**src/rtl/ysyx_alu.sv**
```systemverilog
// Registered 32-bit integer ALU for the execute stage: one-cycle latency, result held while idle.
// Optional registered zero flag on res, enabled by defining YSYX_ALU_ZERO_FLAG_EN.
module ysyx_alu (
  input  logic        clock,
  input  logic        reset,
  input  logic        in_valid,
  input  logic [31:0] var1,
  input  logic [31:0] var2,
  input  logic [2:0]  opt,
  input  logic        snpc,
  input  logic        ext,
  input  logic        sign,
  input  logic        negate,
  output logic [31:0] res,
`ifdef YSYX_ALU_ZERO_FLAG_EN
  output logic        zero,
`endif
  output logic        out_valid
);

  typedef enum logic [2:0] {
    OP_ADD = 3'b000,
    OP_SLL = 3'b001,
    OP_LT  = 3'b010,
    OP_XOR = 3'b011,
    OP_SR  = 3'b100,
    OP_OR  = 3'b101,
    OP_AND = 3'b110,
    OP_EQ  = 3'b111
  } alu_op_e;

  alu_op_e     op;
  logic [4:0]  shamt;
  logic [31:0] var1_l;
  logic [31:0] sum;
  logic [31:0] sra;
  logic        lt_bit;
  logic [31:0] result;

  assign op     = alu_op_e'(opt);
  assign shamt  = var2[4:0];
  // Logic ops share the optional inversion of var1 (CSRRC needs ~rs1 & csr).
  assign var1_l = negate ? ~var1 : var1;
  assign sum    = negate ? (var1 - var2) : (var1 + var2);
  assign sra    = $unsigned($signed(var1) >>> shamt);
  assign lt_bit = sign ? ($signed(var1) < $signed(var2)) : (var1 < var2);

  always_comb begin
    result = 32'd0;
    if (snpc) begin
      result = var1 + 32'd4;
    end else begin
      unique case (op)
        OP_ADD:  result = ext ? var1 : sum;
        OP_SLL:  result = var1 << shamt;
        OP_LT:   result = {31'd0, lt_bit ^ negate};
        OP_XOR:  result = var1_l ^ var2;
        OP_SR:   result = sign ? sra : (var1 >> shamt);
        OP_OR:   result = var1_l | var2;
        OP_AND:  result = var1_l & var2;
        OP_EQ:   result = {31'd0, (var1 == var2) ^ negate};
        default: result = 32'd0;
      endcase
    end
  end

  always_ff @(posedge clock or posedge reset) begin
    if (reset) begin
      res       <= 32'd0;
      out_valid <= 1'b0;
    end else begin
      out_valid <= in_valid;
      if (in_valid) res <= result;
    end
  end

`ifdef YSYX_ALU_ZERO_FLAG_EN
  always_ff @(posedge clock or posedge reset) begin
    if (reset)         zero <= 1'b0;
    else if (in_valid) zero <= (result == 32'd0);
  end
`endif

endmodule

```
**config.mk**
```make
export PLATFORM = sky130hd
export DESIGN_NAME = ysyx_alu
export DESIGN_NICKNAME = d
export VERILOG_FILES = /design/src/rtl/ysyx_alu.sv
export SDC_FILE = /design/constraint.sdc
export NUM_CORES = 1
export LEC_CHECK = 0
export ABC_AREA = 1
export CAP_MARGIN = 0
export CORE_MARGIN = 3
export CORE_UTILIZATION = 60
export CTS_CLUSTER_SIZE = 10
export DETAILED_ROUTE_END_ITERATION = 6
export PLACE_DENSITY = 0.85
export SLEW_MARGIN = 30
export SYNTH_ARGS = -nofsm -noshare
export SYNTH_HDL_FRONTEND = slang
export SYNTH_SLANG_ARGS = --single-unit
```
**constraint.sdc**
```tcl
create_clock -name clock -period 1.69 [get_ports clock]
set_input_delay 0.338 -clock clock [delete_from_list [all_inputs] [get_ports clock]]
set_output_delay 0.338 -clock clock [all_outputs]
set_load 0.01 [all_outputs]
```
==> flow_summary.yaml, run 1 <==
floorplan:
  die_w_um: 151
  ios: 107
  start_util_pct: 61.5
  num_rows: 52
  die_h_um: 151
run_status:
  status: "stopped before the end"
  first-error: "[ERROR DPL-0038] Utilization greater than 100%, impossible to legalize"
  haltStage: "clock tree synthesis"
logic_synthesis:
  netlist_area_mm2: 0.0125
  synthXorXnorAreaFrac_pct: 4.12
  synth_edf_count: 0
  async_flop_share_pct: 100
  synth-seq-cells: 33
  synth_compound_area_share_pct: 23.7
  synth_mux_area_share_pct: 1.04
  ys.flop_type: "dfrtp_1"
  synth_cell_types: 52
  synth_top_family_by_area: "simple AND/OR/NAND/NOR gates"
  yosys_warnings: 0
  synth-simple-area-share_pct: 38.4
  syn-mean-instance-area_um2: 5.35
  synth_seq_area_share_pct: 6.59
  synth_fa_ha_area_share_pct: 13.2
  syn_inst: 2342
  synthesis.nets: 2547
clock_tree:
  post-cts-setup-buffers: 80
  cts_hold_buffers: 0
  htreeDepth: 2
  cts_sinks: 33
  cts_resized: 937
  clk_path_buf_depth: 2
  numCtsBuffers: 5
  root_buffer: "clkbuf_16"
placement:
  place_congestion: 1.24
  dp.cells: 3105
  hpwl_um: 53700
  port_buffers: 106
[cell usage after synthesis (all sizes together), types with 7 or more instances]
master  instances  share of area (%)
xor2           26                1.8
a221oi         22                1.5
nand2         775                 23
buf            59                2.4
a21oi         175                7.0
o21a           17                1.0
inv           277                8.3
ha            129                 13
nand4          22                1.1
nor4            7               0.35
nor3           22                1.0
o21bai         10               0.60
nand3         136                5.5
o211ai         40                2.4
clkbuf         67                2.0
nor2          188                6.1
a21o           10               0.60
or2             7               0.35
o21ai         234                9.4
mux2i          13                1.0
xnor2          33                2.3
a31oi           7               0.35
dfrtp          33                6.6
[through the flow]
stage	TNS, ps	area, µm²	setup WS (ps)	hold slack [ps]
after floorplan	-14430	12900	-624	369
after global placement	-35930	17600	-1230	463
after detailed placement	-40400	17600	-1410	466
[kinds of logic after synthesis]
kind of cell	after synthesis
xor+xnor	59
buf+inv	409
compound gates	528
fa+ha+maj	131
simple gates	1169
mux	13
flops	33
==> run 2, diff against run 1 <==
CORE_UTILIZATION = 40   (was 60)
CTS_CLUSTER_SIZE = unset   (was 10)
PLACE_DENSITY = unset   (was 0.85)
PLACE_DENSITY_LB_ADDON = 0.15   (was unset)
==> run 2 against run 1 <==
Effect of this change: the flow now finishes, with violations (setup timing); synthesized cell count unchanged; synthesized area is the same.
==> flow_summary.yaml, run 2 <==
run_status:
  violations: "setup timing"
  status: "complete, but fails checks"
floorplan:
  die_h_um: 183
  core_area_mm2: 0.0307
  die_area_mm2: 0.0335
  die_w_um: 183
  ios: 107
  num_rows: 64
  start_util_pct: 40.7
placement:
  dp.cells: 3362
  postPlaceCellArea_mm2: 0.0189
  dp_slack_ps: -1570
  place_congestion: 1.07
  port_buffers: 106
  hpwl_um: 59800
clock_tree:
  htreeDepth: 2
  insertion_delay_ps: 300
  cts_sinks: 33
  clk_path_buf_depth: 2
  cts.clk_slew.worst_paths_ps: 60
  cts_tree: "yes"
  numCtsBuffers: 5
  root_buffer: "clkbuf_16"
sta:
  maxSlewViolCount: 0
  setup_violations: 37
  max_freq_mhz: 450
  period_needed_ps: 2220
  setup_ws_ps: -530
  skew_ps: 0
  rsz0062_at_grt: "true"
  worst_pin_slew_ps: 630
  hold_viol_final: 0
  post-route-period-util_pct: 131
  fin_tns_setup_ps: -13300
  max_slew_margin_pct: 58.0
final_layout:
  register_area_um2: 835
  multi_input_area_mm2: 0.0135
  drive_above_1_share_pct: 49.8
  n_antenna_cell: 0
  top_register: "res"
  final_common_cell: "buf_4"
  fillCellCount: 2418
  final_cells: 3465
  fin_nets: 3273
  largest_register_ffs: 32
  reg_top3: "res x32, out_valid x1"
  layout_common_cells: "buf_4, nand2_1, inv_1"
  fin_area_mm2: 0.0233
  syn_to_final_growth_pct: 85.6
logic_synthesis:
  yosys_warnings: 0
  syn_inst: 2342
  synth_top_area_cell: "nand2_1"
  netlist.area_leader.share_pct: 23.1
  synth_edf_count: 0
  synth_cell_types: 52
  synth.most_common_cell: "nand2_1"
  syn-mean-instance-area_um2: 5.35
  yosys-top-cells-count: "nand2_1, inv_1, o21ai_0"
  synth-seq-cells: 33
  netlist_area_mm2: 0.0125
  synthesis.nets: 2547
  ys.flop_type: "dfrtp_1"
  netlist_top_cells_area: "nand2_1, ha_1, inv_1, o21ai_0, a21oi_1"
  synth_seq_area_share_pct: 6.59
  async_flop_share_pct: 100
route:
  drt_iter0_drc: 2504
  first_pass_iters: 6
  wl_per_cell_um: 22.6
  via_per_inst: 5.83
  wl_um: 78200
  antenna_left: 0
  via_count: 20192
  drc_errors: 0
worst_setup_path:
  setup.worst_path.class: "primary input to register"
  end_kind: "register"
  crit_arrival_ps: 2460
  cp_max_fo: 7
  cp.required_ps: 1930
  cp-start-kind: "primary input"
power_and_ir_drop:
  power_density_mw_per_mm2: 436
  power_mw: 10.1
  leakage_nw: 11.6
  vdd_drop_max_v: 0.000316
global_route:
  antenna_found_initial: 3
  track_usage_pct: 44.1
  grt_overflow: 0
  grt_max_degree: 59
  grt_pass1_wl_um: 114000
  grt_pass1_vias: 19183
run:
  cap_violations: 0
worst_hold_path:
  hold_path_class: "primary input to async pin"
[run 2: cell counts after synthesis]
No cell type changed its count.
[run 2: layer usage]
metal	part of all wire [%]	GRT usage, %	vias to the layer above	routed length [µm]
met5	0.019	0	-	15
met4	7.6	24.8	2	5970
met3	11	7.87	345	8630
met2	42	68.3	1408	33200
met1	39	58.0	9335	30400
li1	-	-	9102	-
[run 2: cell type report]
class | count | share of cell area, %
multi-input combinational | 1900 | 58.0
sequential | 33 | 3.59
clock inverter | 2 | 0.0430
clock buffer | 6 | 0.554
inverter | 283 | 4.91
tap | 396 | 2.13
timing repair buffer | 845 | 30.8
[run 2: worst paths after layout]
path                                     start             endpoint  slack [ps]  cells past startpoint
min reg2reg                 res[2]$_DFFE_PP0P_   res[2]$_DFFE_PP0P_         480                      2
max in group asynchronous                reset  res[29]$_DFFE_PP0P_        1060                      3
max reg2reg                res[31]$_DFFE_PP0P_  res[31]$_DFFE_PP0P_         910                      2
min in group clock          res[2]$_DFFE_PP0P_   res[2]$_DFFE_PP0P_         480                      2
min                                      reset   res[2]$_DFFE_PP0P_         390                      3
max                                    var2[0]  res[11]$_DFFE_PP0P_        -530                     14
[run 2: power breakdown]
part | total (mW) | switching (mW) | internal (mW)
combinational | 8.12 | 4.52 | 3.60
clock | 0.972 | 0.428 | 0.544
sequential | 1.04 | 0.146 | 0.893
total | 10.1 | 5.10 | 5.04
[run 2: critical path, stage by stage]
cell,delay [ps]
buf_8,100
buf_12,140
buf_8,140
buf_6,100
o211ai_1,290
o211ai_1,190
nand2_1,160
nand2_1,90
o211ai_1,330
nand3_2,190
nor3b_4,200
nand2_1,70
nand2_1,50
nand2_1,60
[run 2: what timing repair did]
item / CTS / global route
pin swaps: 249 / 158
endpoints found under the setup margin: 37 / 38
buffers inserted: 61 / 37
gates cloned: 3 / 0
hold buffers: 0 / 0
gates resized for setup: 999 / 276
[run 2: logic make-up after synthesis]
| logic type | Yosys count | share of synthesized area [%] |
|---|---|---|
| AOI/OAI and AO/OA | 528 | 23.7 |
| and+or+nand+nor | 1169 | 38.4 |
| adders and majority gates | 131 | 13.2 |
| muxes | 13 | 1.04 |
| DFF | 33 | 6.59 |
| buffers and inverters | 409 | 12.9 |
| xor gates and xnor gates | 59 | 4.12 |
[run 2: per-stage QoR]
step	utilization (%)	hold WS [ps]
after floorplan	-	369
after global placement	61.4	463
after detailed placement	61.4	467
after CTS	71.9	407
after global routing	75.6	433
final	75.6	387
No activity file was read; power rests on OpenSTA's default activity.
